===== src/rtl/multi_alarm.sv =====
// Multi-channel alarm clock: keypad time entry, per-channel ringing with
// auto-stop timers and a piezo tone. Optional snooze: MULTI_ALARM_SNOOZE_EN.
module multi_alarm #(
  parameter int N_ALARM    = 4,
  parameter int SNOOZE_MIN = 5,
  parameter int TONE_DIV   = 4,
  parameter int RING_SEC   = 60
) (
  input  logic               clk,
  input  logic               resetn,
  input  logic               set_en,
  input  logic [2:0]         ch_sel,
  input  logic [11:0]        keypad_in,
  input  logic               tick,
  input  logic [4:0]         cur_hh,
  input  logic [5:0]         cur_mm,
  input  logic [5:0]         cur_ss,
  input  logic               stop,
  input  logic               snooze,
  output logic [N_ALARM-1:0] ringing,
  output logic [N_ALARM-1:0] armed,
  output logic               piezo,
  output logic               entry_busy,
  output logic               entry_err
);
  localparam int CW = $clog2(RING_SEC + 1);
  localparam int DW = $clog2(TONE_DIV + 1);
  localparam logic [1:0] IDLE = 2'd0, DIGIT = 2'd1, CONFIRM = 2'd2;

  logic [11:0] key_prev_q, code_q;
  logic        evt_q;
  logic [1:0]  state_q, state_d;
  logic [5:0][3:0] dig_q, dig_d;
  logic [2:0]  idx_q, idx_d;
  logic [3:0]  pend_q, pend_d;
  logic        commit, valid, err_q;
  logic [6:0]  c_hh, c_mm, c_ss;
  logic [3:0]  dig_val;
  logic        is_star, is_hash, is_dig, onehot;
  logic [N_ALARM-1:0][4:0]    alm_hh_q;
  logic [N_ALARM-1:0][5:0]    alm_mm_q, alm_ss_q;
  logic [N_ALARM-1:0]         armed_q, ring_q, ring_d;
  logic [N_ALARM-1:0][CW-1:0] cnt_q, cnt_d;
  logic [DW-1:0] div_q;
  logic          piezo_q;

  assign onehot = (keypad_in != '0) && ((keypad_in & (keypad_in - 12'd1)) == '0);

  always_comb begin
    dig_val = 4'd0;
    for (int i = 0; i < 9; i++) if (code_q[i]) dig_val = 4'(i + 1);
    is_star = code_q[9];
    is_hash = code_q[11];
    is_dig  = !is_star && !is_hash;
  end

  // The key that wakes the FSM from IDLE is also interpreted, so entry can start with a digit.
  always_comb begin
    state_d = state_q;
    dig_d   = dig_q;
    idx_d   = idx_q;
    pend_d  = pend_q;
    commit  = 1'b0;
    if (!set_en) begin
      state_d = IDLE;
    end else if (evt_q) begin
      case (state_q)
        IDLE: begin
          dig_d = '0;
          idx_d = '0;
          if (is_dig) begin
            pend_d  = dig_val;
            state_d = CONFIRM;
          end else if (is_star) begin
            commit = 1'b1;
          end else begin
            state_d = DIGIT;
          end
        end
        DIGIT: begin
          if (is_dig) begin
            pend_d  = dig_val;
            state_d = CONFIRM;
          end else if (is_star) begin
            commit  = 1'b1;
            state_d = IDLE;
          end
        end
        CONFIRM: begin
          if (is_dig) begin
            pend_d = dig_val;
          end else if (is_star) begin
            commit  = 1'b1;
            state_d = IDLE;
          end else begin
            if (idx_q < 3'd6) begin
              dig_d[idx_q] = pend_q;
              idx_d        = idx_q + 3'd1;
            end
            state_d = DIGIT;
          end
        end
        default: state_d = IDLE;
      endcase
    end
  end

  always_comb begin
    c_hh  = 7'(dig_d[0]) * 7'd10 + 7'(dig_d[1]);
    c_mm  = 7'(dig_d[2]) * 7'd10 + 7'(dig_d[3]);
    c_ss  = 7'(dig_d[4]) * 7'd10 + 7'(dig_d[5]);
    valid = (c_hh < 7'd24) && (c_mm < 7'd60) && (c_ss < 7'd60) && (int'(ch_sel) < N_ALARM);
  end

`ifdef MULTI_ALARM_SNOOZE_EN
  logic [N_ALARM-1:0] snz_mask_q;
  logic [4:0] snz_hh_q;
  logic [5:0] snz_mm_q, snz_ss_q;
  logic [6:0] s_mm;
  logic [5:0] s_hh;
  logic       snz_take, snz_fire;

  assign snz_take = snooze && (|ring_q);
  assign snz_fire = tick && (snz_mask_q != '0) && (cur_hh == snz_hh_q)
                    && (cur_mm == snz_mm_q) && (cur_ss == snz_ss_q);

  always_comb begin
    s_mm = 7'(cur_mm) + 7'(SNOOZE_MIN);
    s_hh = 6'(cur_hh);
    if (s_mm >= 7'd60) begin
      s_mm = s_mm - 7'd60;
      s_hh = s_hh + 6'd1;
    end
    if (s_hh >= 6'd24) s_hh = s_hh - 6'd24;
  end

  always_ff @(posedge clk or negedge resetn) begin
    if (!resetn) begin
      snz_mask_q <= '0;
      snz_hh_q   <= '0;
      snz_mm_q   <= '0;
      snz_ss_q   <= '0;
    end else if (stop) begin
      snz_mask_q <= '0;
    end else if (snz_take) begin
      snz_mask_q <= ring_q;
      snz_hh_q   <= s_hh[4:0];
      snz_mm_q   <= s_mm[5:0];
      snz_ss_q   <= cur_ss;
    end else if (snz_fire) begin
      snz_mask_q <= '0;
    end
  end
`else
  logic unused_snooze;
  assign unused_snooze = snooze;
`endif

  // Priority: countdown, then stop/snooze clear, then snooze re-ring, then alarm match wins.
  always_comb begin
    ring_d = ring_q;
    cnt_d  = cnt_q;
    for (int i = 0; i < N_ALARM; i++) begin
      if (tick && ring_q[i]) begin
        if (cnt_q[i] <= CW'(1)) begin
          ring_d[i] = 1'b0;
          cnt_d[i]  = '0;
        end else begin
          cnt_d[i] = cnt_q[i] - CW'(1);
        end
      end
    end
    if (stop) ring_d = '0;
`ifdef MULTI_ALARM_SNOOZE_EN
    if (snz_take) ring_d = '0;
    for (int i = 0; i < N_ALARM; i++) begin
      if (snz_fire && snz_mask_q[i]) begin
        ring_d[i] = 1'b1;
        cnt_d[i]  = CW'(RING_SEC);
      end
    end
`endif
    for (int i = 0; i < N_ALARM; i++) begin
      if (tick && armed_q[i] && (alm_hh_q[i] == cur_hh) && (alm_mm_q[i] == cur_mm)
          && (alm_ss_q[i] == cur_ss)) begin
        ring_d[i] = 1'b1;
        cnt_d[i]  = CW'(RING_SEC);
      end
    end
  end

  always_ff @(posedge clk or negedge resetn) begin
    if (!resetn) begin
      key_prev_q <= '0;
      code_q     <= '0;
      evt_q      <= 1'b0;
      state_q    <= IDLE;
      dig_q      <= '0;
      idx_q      <= '0;
      pend_q     <= '0;
      err_q      <= 1'b0;
      alm_hh_q   <= '0;
      alm_mm_q   <= '0;
      alm_ss_q   <= '0;
      armed_q    <= '0;
      ring_q     <= '0;
      cnt_q      <= '0;
      div_q      <= '0;
      piezo_q    <= 1'b0;
    end else begin
      key_prev_q <= keypad_in;
      code_q     <= keypad_in;
      evt_q      <= (key_prev_q == '0) && onehot;
      state_q    <= state_d;
      dig_q      <= dig_d;
      idx_q      <= idx_d;
      pend_q     <= pend_d;
      err_q      <= commit && !valid;
      for (int i = 0; i < N_ALARM; i++) begin
        if (commit && valid && (ch_sel == 3'(i))) begin
          alm_hh_q[i] <= c_hh[4:0];
          alm_mm_q[i] <= c_mm[5:0];
          alm_ss_q[i] <= c_ss[5:0];
          armed_q[i]  <= 1'b1;
        end
      end
      ring_q <= ring_d;
      cnt_q  <= cnt_d;
      if (|ring_q) begin
        if (div_q == DW'(TONE_DIV - 1)) begin
          div_q   <= '0;
          piezo_q <= ~piezo_q;
        end else begin
          div_q <= div_q + DW'(1);
        end
      end else begin
        div_q   <= '0;
        piezo_q <= 1'b0;
      end
    end
  end

  assign ringing    = ring_q;
  assign armed      = armed_q;
  assign piezo      = piezo_q && (|ring_q);
  assign entry_busy = (state_q != IDLE);
  assign entry_err  = err_q;
endmodule


===== config.mk =====
export PLATFORM = sky130hd
export DESIGN_NAME = multi_alarm
export DESIGN_NICKNAME = d
export VERILOG_FILES = /design/src/rtl/multi_alarm.sv
export SDC_FILE = /design/constraint.sdc
export NUM_CORES = 1
export LEC_CHECK = 0
export CORE_ASPECT_RATIO = 1.2
export CORE_MARGIN = 5
export CORE_UTILIZATION = 60
export DETAILED_ROUTE_END_ITERATION = 12
export PLACE_DENSITY = 0.8
export SETUP_SLACK_MARGIN = 0.1
export SLEW_MARGIN = 30
export SYNTH_ARGS = -nofsm -noshare
export SYNTH_HDL_FRONTEND = slang
export SYNTH_SLANG_ARGS = --single-unit

===== constraint.sdc =====
create_clock -name clk -period 5.4 [get_ports clk]
set_input_delay 0.54 -clock clk [delete_from_list [all_inputs] [get_ports clk]]
set_output_delay 0.54 -clock clk [all_outputs]
set_load 0.05 [all_outputs]

# Word-level counts from Yosys, hierarchy flattened
# Index checks and enable logic that the tools add are counted.
[totals] ff_bits=151 in_bits=38 output_inout_bits=11 word_cells=220
[op_classes] addsub=10 multipliers=3 order_cmp=11 n_eq_ne=26 n_mux=65 bitwise=2 reduce_logical=65
[op_table] op="24-bit 2-to-1 mux" n=5
[op_table] op="6-bit 2-to-1 mux" n=12
[op_table] op="6-bit == test" n=8
[op_table] op="24-bit case mux with 2 select lines" n=1
[op_table] op="4-bit 2-to-1 mux" n=9
[op_table] op="1-bit logical AND" n=34
[op_table] op="24-bit bitwise mux" n=1
[op_table] op="6-bit by 1-bit <= comparator with 1-bit output (second input constant)" n=4
[op_table] op="12-bit logical NOT" n=2
[op_table] op="3-bit nonzero test" n=8
[op_table] op="6-bit by 1-bit subtractor with 6-bit output (second input constant)" n=4
[op_table] op="7-bit by 4-bit adder with 7-bit output" n=3
[op_table] op="1-bit 2-to-1 mux" n=21
[op_table] op="5-bit == test" n=4
[op_table] op="4-bit by 3-bit multiplier with 6-bit output (second input constant)" n=3
[op_table] op="2-bit 2-to-1 mux" n=8
[op_table] op="3-bit 2-to-1 mux" n=5
[op_table] op="7-bit by 6-bit less-than comparator with 1-bit output (second input constant)" n=2
[op_table] op="12-bit AND" n=1
[op_table] op="4-bit demux with 3-bit select" n=1
[op_table] op="12-bit nonzero test" n=1
[op_table] op="2-bit nonzero test" n=6
[op_table] op="12-bit by 1-bit subtractor with 12-bit output (second input constant)" n=1
[op_table] op="3-bit by 2-bit == test with 1-bit output (second input constant)" n=3
[op_table] op="23 further kinds" n=35

# Depth between registers and ports, before layout
[depth] word_depth=19 depth_mapped=20 depth_no_buf=17

# Worst setup path before layout
# OpenSTA, ideal clock, no wires.
[synth_path] path_type="flip-flop to flip-flop" from="register idx_q[1]" to="register alm_hh_q[14] in the netlist's numbering" setup_ns=0.125 t_arrival_ns=4.240 t_required_ns=5.275 setup_slack_ns=1.035 path_stages_with_launch=21 n_path_buf=3 period_less_slack_ns=4.365 cell_sequence="dfrtp_1 > buf_2 > nor4b_4 > or2b_1 > nand2_1 > nand2_1 > a32oi_1 > inv_1 > ha_1 > ha_1 > inv_1 > fa_1 > nand2b_1 > a21oi_1 > xnor2_1 > xnor2_1 > nand2_1 > or4_1 > buf_6 > buf_12 > mux2_4"
[synth_rtl] item="from (decl)" line_no="34" rtl="logic [2:0] idx_q, idx_d;"
[synth_rtl] item="from (signal assigned)" line_no="216" rtl="idx_q <= idx_d;"
[synth_rtl] item="to (signal, indexed assignment)" line_no="221" rtl="alm_hh_q[i] <= c_hh[4:0];"
[synth_rtl] item="to (decl)" line_no="40" rtl="logic [N_ALARM-1:0][4:0] alm_hh_q;"

==> metrics <==
Power, Total 0.00249 W; CTS tree done; Global Route Usage Sum 0.241; CP Max Fanout 18; Pre-antenna DRT Iters 5; n_diodes 0; placed cell area 8580 um^2; die height 136 um; R2R Path End alm_ss_q[4]; Post-synth ARST share 1.00; Via density 5.86; syn_nets 790; DIE AREA 15700 um^2; Die X approximately 120 um; clk_lat worst skew 0.43 ns; Layout area overhead 15.4%; Final Critical Period 4.81 ns; most common library cells after synthesis 151 x dfrtp_1, 67 x nand2_1, 53 x xor2_1; Top delay family on crit path simple AND/OR/NAND/NOR gates; status finished, final reports clean; HPWL Detailed around 13 mm; critical path launch point type register; Worst-path clk slew 0.06 ns; layout cells sized above 1 0.137; register area share after synthesis 0.473; io pins 49; I/O Buffers 47; Routed Antenna Nets 0; routability cong. 0.861; Residual DRC 0; most used cell, CP nand2_1; Max Root-Sink Buffers 2; ys flop type dfrtp_1; Slew @ Worst Pin between 0.8 and 0.9 ns; Clock Tree Root clkbuf_16; Synth top area share 0.473; final max-slew violation count 0; Synth area leaders dfrtp_1 47%, xor2_1 5.8%, mux2_4 5.3%; design area between 9000 and 10000 um^2; grt ovf 0; vias in the first global route 5944; Static Leakage 4.53 nW; worst reg2reg startpoint code_q[9]; clock tree sinks 151; H-tree depth 4; P per Cell Area about 270 nW/um^2; utilization after layout 0.703; clock buffer count from CTS 17; final hold violation count 0; Critical Path, Cell by Cell nor4b_4 -> or2b_1 -> nand2_1 -> nand2_1 -> a32oi_1 -> inv_1 -> ha_1 -> ha_1 -> inv_1 -> fa_1 -> nand2b_1 -> a21oi_1 -> xnor2_1 -> xnor2_1 -> nand2_1 -> or4_1 -> buf_4 -> mux2_4; reg2reg path depth 18; VDD IR max 0.000194 V; Syn Std Cell Area between 7000 and 8000 um^2; Initial Utilization 0.609; Worst path max stage delay between 0.5 and 0.6 ns; Nets 850; crit path kind reg -> reg; Total Routed Length 17.6 mm; Setup crit end kind register; Site Rows 46; fmax 0.208 GHz; CTS Hold Buffers Added 0; number of gates resized after CTS 0; pin count of the biggest net entering global routing 97; syn avg cell area 11.1 um^2; RSZ-0062 raised after global routing no; max-cap check violation count 0; initial detailed-routing violation count between 400 and 500; EDFF count, synth 0; detailed-route via count approximately 5600; Post-CTS Setup Inserts 0; post-synth cell types 53; antenna violations before repair 0; Synth Warn # 0; Critical-path top delay cell or4_1; setup violators final 0; Worst Skew ~0.0087 ns; relative slew slack 0.404; first-pass GRT wire length 29.3 mm; Arr. time, crit path 5.12 ns; Mapped Cells 718; Final TNS setup 0 ns; FF+latch count, synth 151; top-count cell post-synth dfrtp_1; CP Buf/Inv Count 3; minimum setup slack among reg-to-reg paths 0.59 ns; Core Box Area 13100 um^2; Hold WC Path Type in -> async; crit share post-route 0.892; cell accounting for the most synthesized area dfrtp_1; Routed WL per cell 18.3 um; CP required 5.70 ns
[logic make-up (layout without fill, tap and decap cells)]
logic type / Yosys count / after routing / synth area share
AOI/OAI and AO/OA: 81 / 81 / 0.0640
muxes: 70 / 70 / 0.110
DFF: 151 / 151 / 0.473
adders and majority gates: 36 / 36 / 0.0614
and+or+nand+nor: 242 / 242 / 0.161
xor gates and xnor gates: 85 / 85 / 0.0932
buffers and inverters: 53 / 126 / 0.0371
[cell type report]
| cell class | count | area, um^2 |
|---|---|---|
| Multi-Input combinational cell | 514 | 3920 |
| Fill cell | 934 | 3900 |
| Sequential cell | 151 | 3780 |
| Timing Repair Buffer | 57 | 559 |
| Clock buffer | 19 | 443 |
| Tap cell | 168 | 210 |
| Clock inverter | 13 | 179 |
| Inverter | 37 | 139 |
[how the worst max path moves through the flow]
stage	from	to	cells after the start
after floorplan	idx_q[1]	alm_hh_q[14]	20
after global placement	set_en	alm_mm_q[11]	16
after detailed placement	set_en	alm_hh_q[4]	16
after CTS	set_en	alm_ss_q[4]	16
after global routing	code_q[9]	alm_ss_q[1]	18
final	code_q[9]	alm_ss_q[4]	18
[cells in the final DEF, fill, tap and decap left out, types with 5 or more instances in the layout]
cell type / count
dfrtp_1: 151
nand2_1: 67
xor2_1: 53
clkdlybuf4s50_1: 46
inv_1: 37
nor3_1: 34
xnor2_1: 32
mux2_2: 32
nor2_1: 30
mux2_4: 28
ha_1: 28
a21oi_1: 25
nand3_1: 22
o21ai_0: 21
nor4_1: 20
clkbuf_16: 17
nand4_1: 13
mux2i_1: 10
or4_1: 9
buf_4: 9
nand2b_1: 8
nor2b_1: 7
nand3b_1: 6
o211ai_1: 6
fa_1: 6
or2b_1: 5
[layer usage]
metal	up-vias	track usage	share of wire
li1	2657	-	-
met1	2770	0.291	0.42
met2	150	0.408	0.51
met3	46	0.0543	0.041
met4	0	0.109	0.034
met5	-	0	0
[sequential cells by signal, summed over array words and instances, names as in the netlist]
signal,cells
alm_hh_q,20
alm_mm_q,24
alm_ss_q,24
armed,4
cnt_q,24
code_q,12
dig_q,24
div_q,3
entry_err,1
evt_q,1
idx_q,3
pend_q,4
piezo_q,1
ringing,4
state_q,2
[power by group]
part / leakage (nW) / internal (W) / total [W] / switching, W
Sequential: 2.02 / 0.00114 / 0.00114 / 0.00000403
Clock: 0.295 / 0.000782 / 0.00125 / 0.000464
Combinational: 2.21 / 0.0000462 / 0.000108 / 0.0000622
[worst register-to-register path, cell delays in order (launching register included)]
cell	delay, ns
dfrtp_1	0.47
nor4b_4	0.37
or2b_1	0.26
nand2_1	0.06
nand2_1	0.10
a32oi_1	0.32
inv_1	0.15
ha_1	0.32
ha_1	0.19
inv_1	0.06
fa_1	0.43
nand2b_1	0.15
a21oi_1	0.18
xnor2_1	0.16
xnor2_1	0.17
nand2_1	0.13
or4_1	0.58
buf_4	0.27
mux2_4	0.33
[stage by stage]
stage / worst slack (ns) / std cells / hold WS [ns]
2_1_floorplan: 1.03 / 718 / 0.244
3_3_place_gp: 0.190 / 926 / 0.429
3_5_place_dp: 0.0416 / 926 / 0.443
4_1_cts: 0.450 / 958 / 0.234
5_1_grt: 0.280 / 959 / 0.0709
6_report: 0.585 / 959 / 0.0363
No activity file was read; power rests on OpenSTA's default activity.
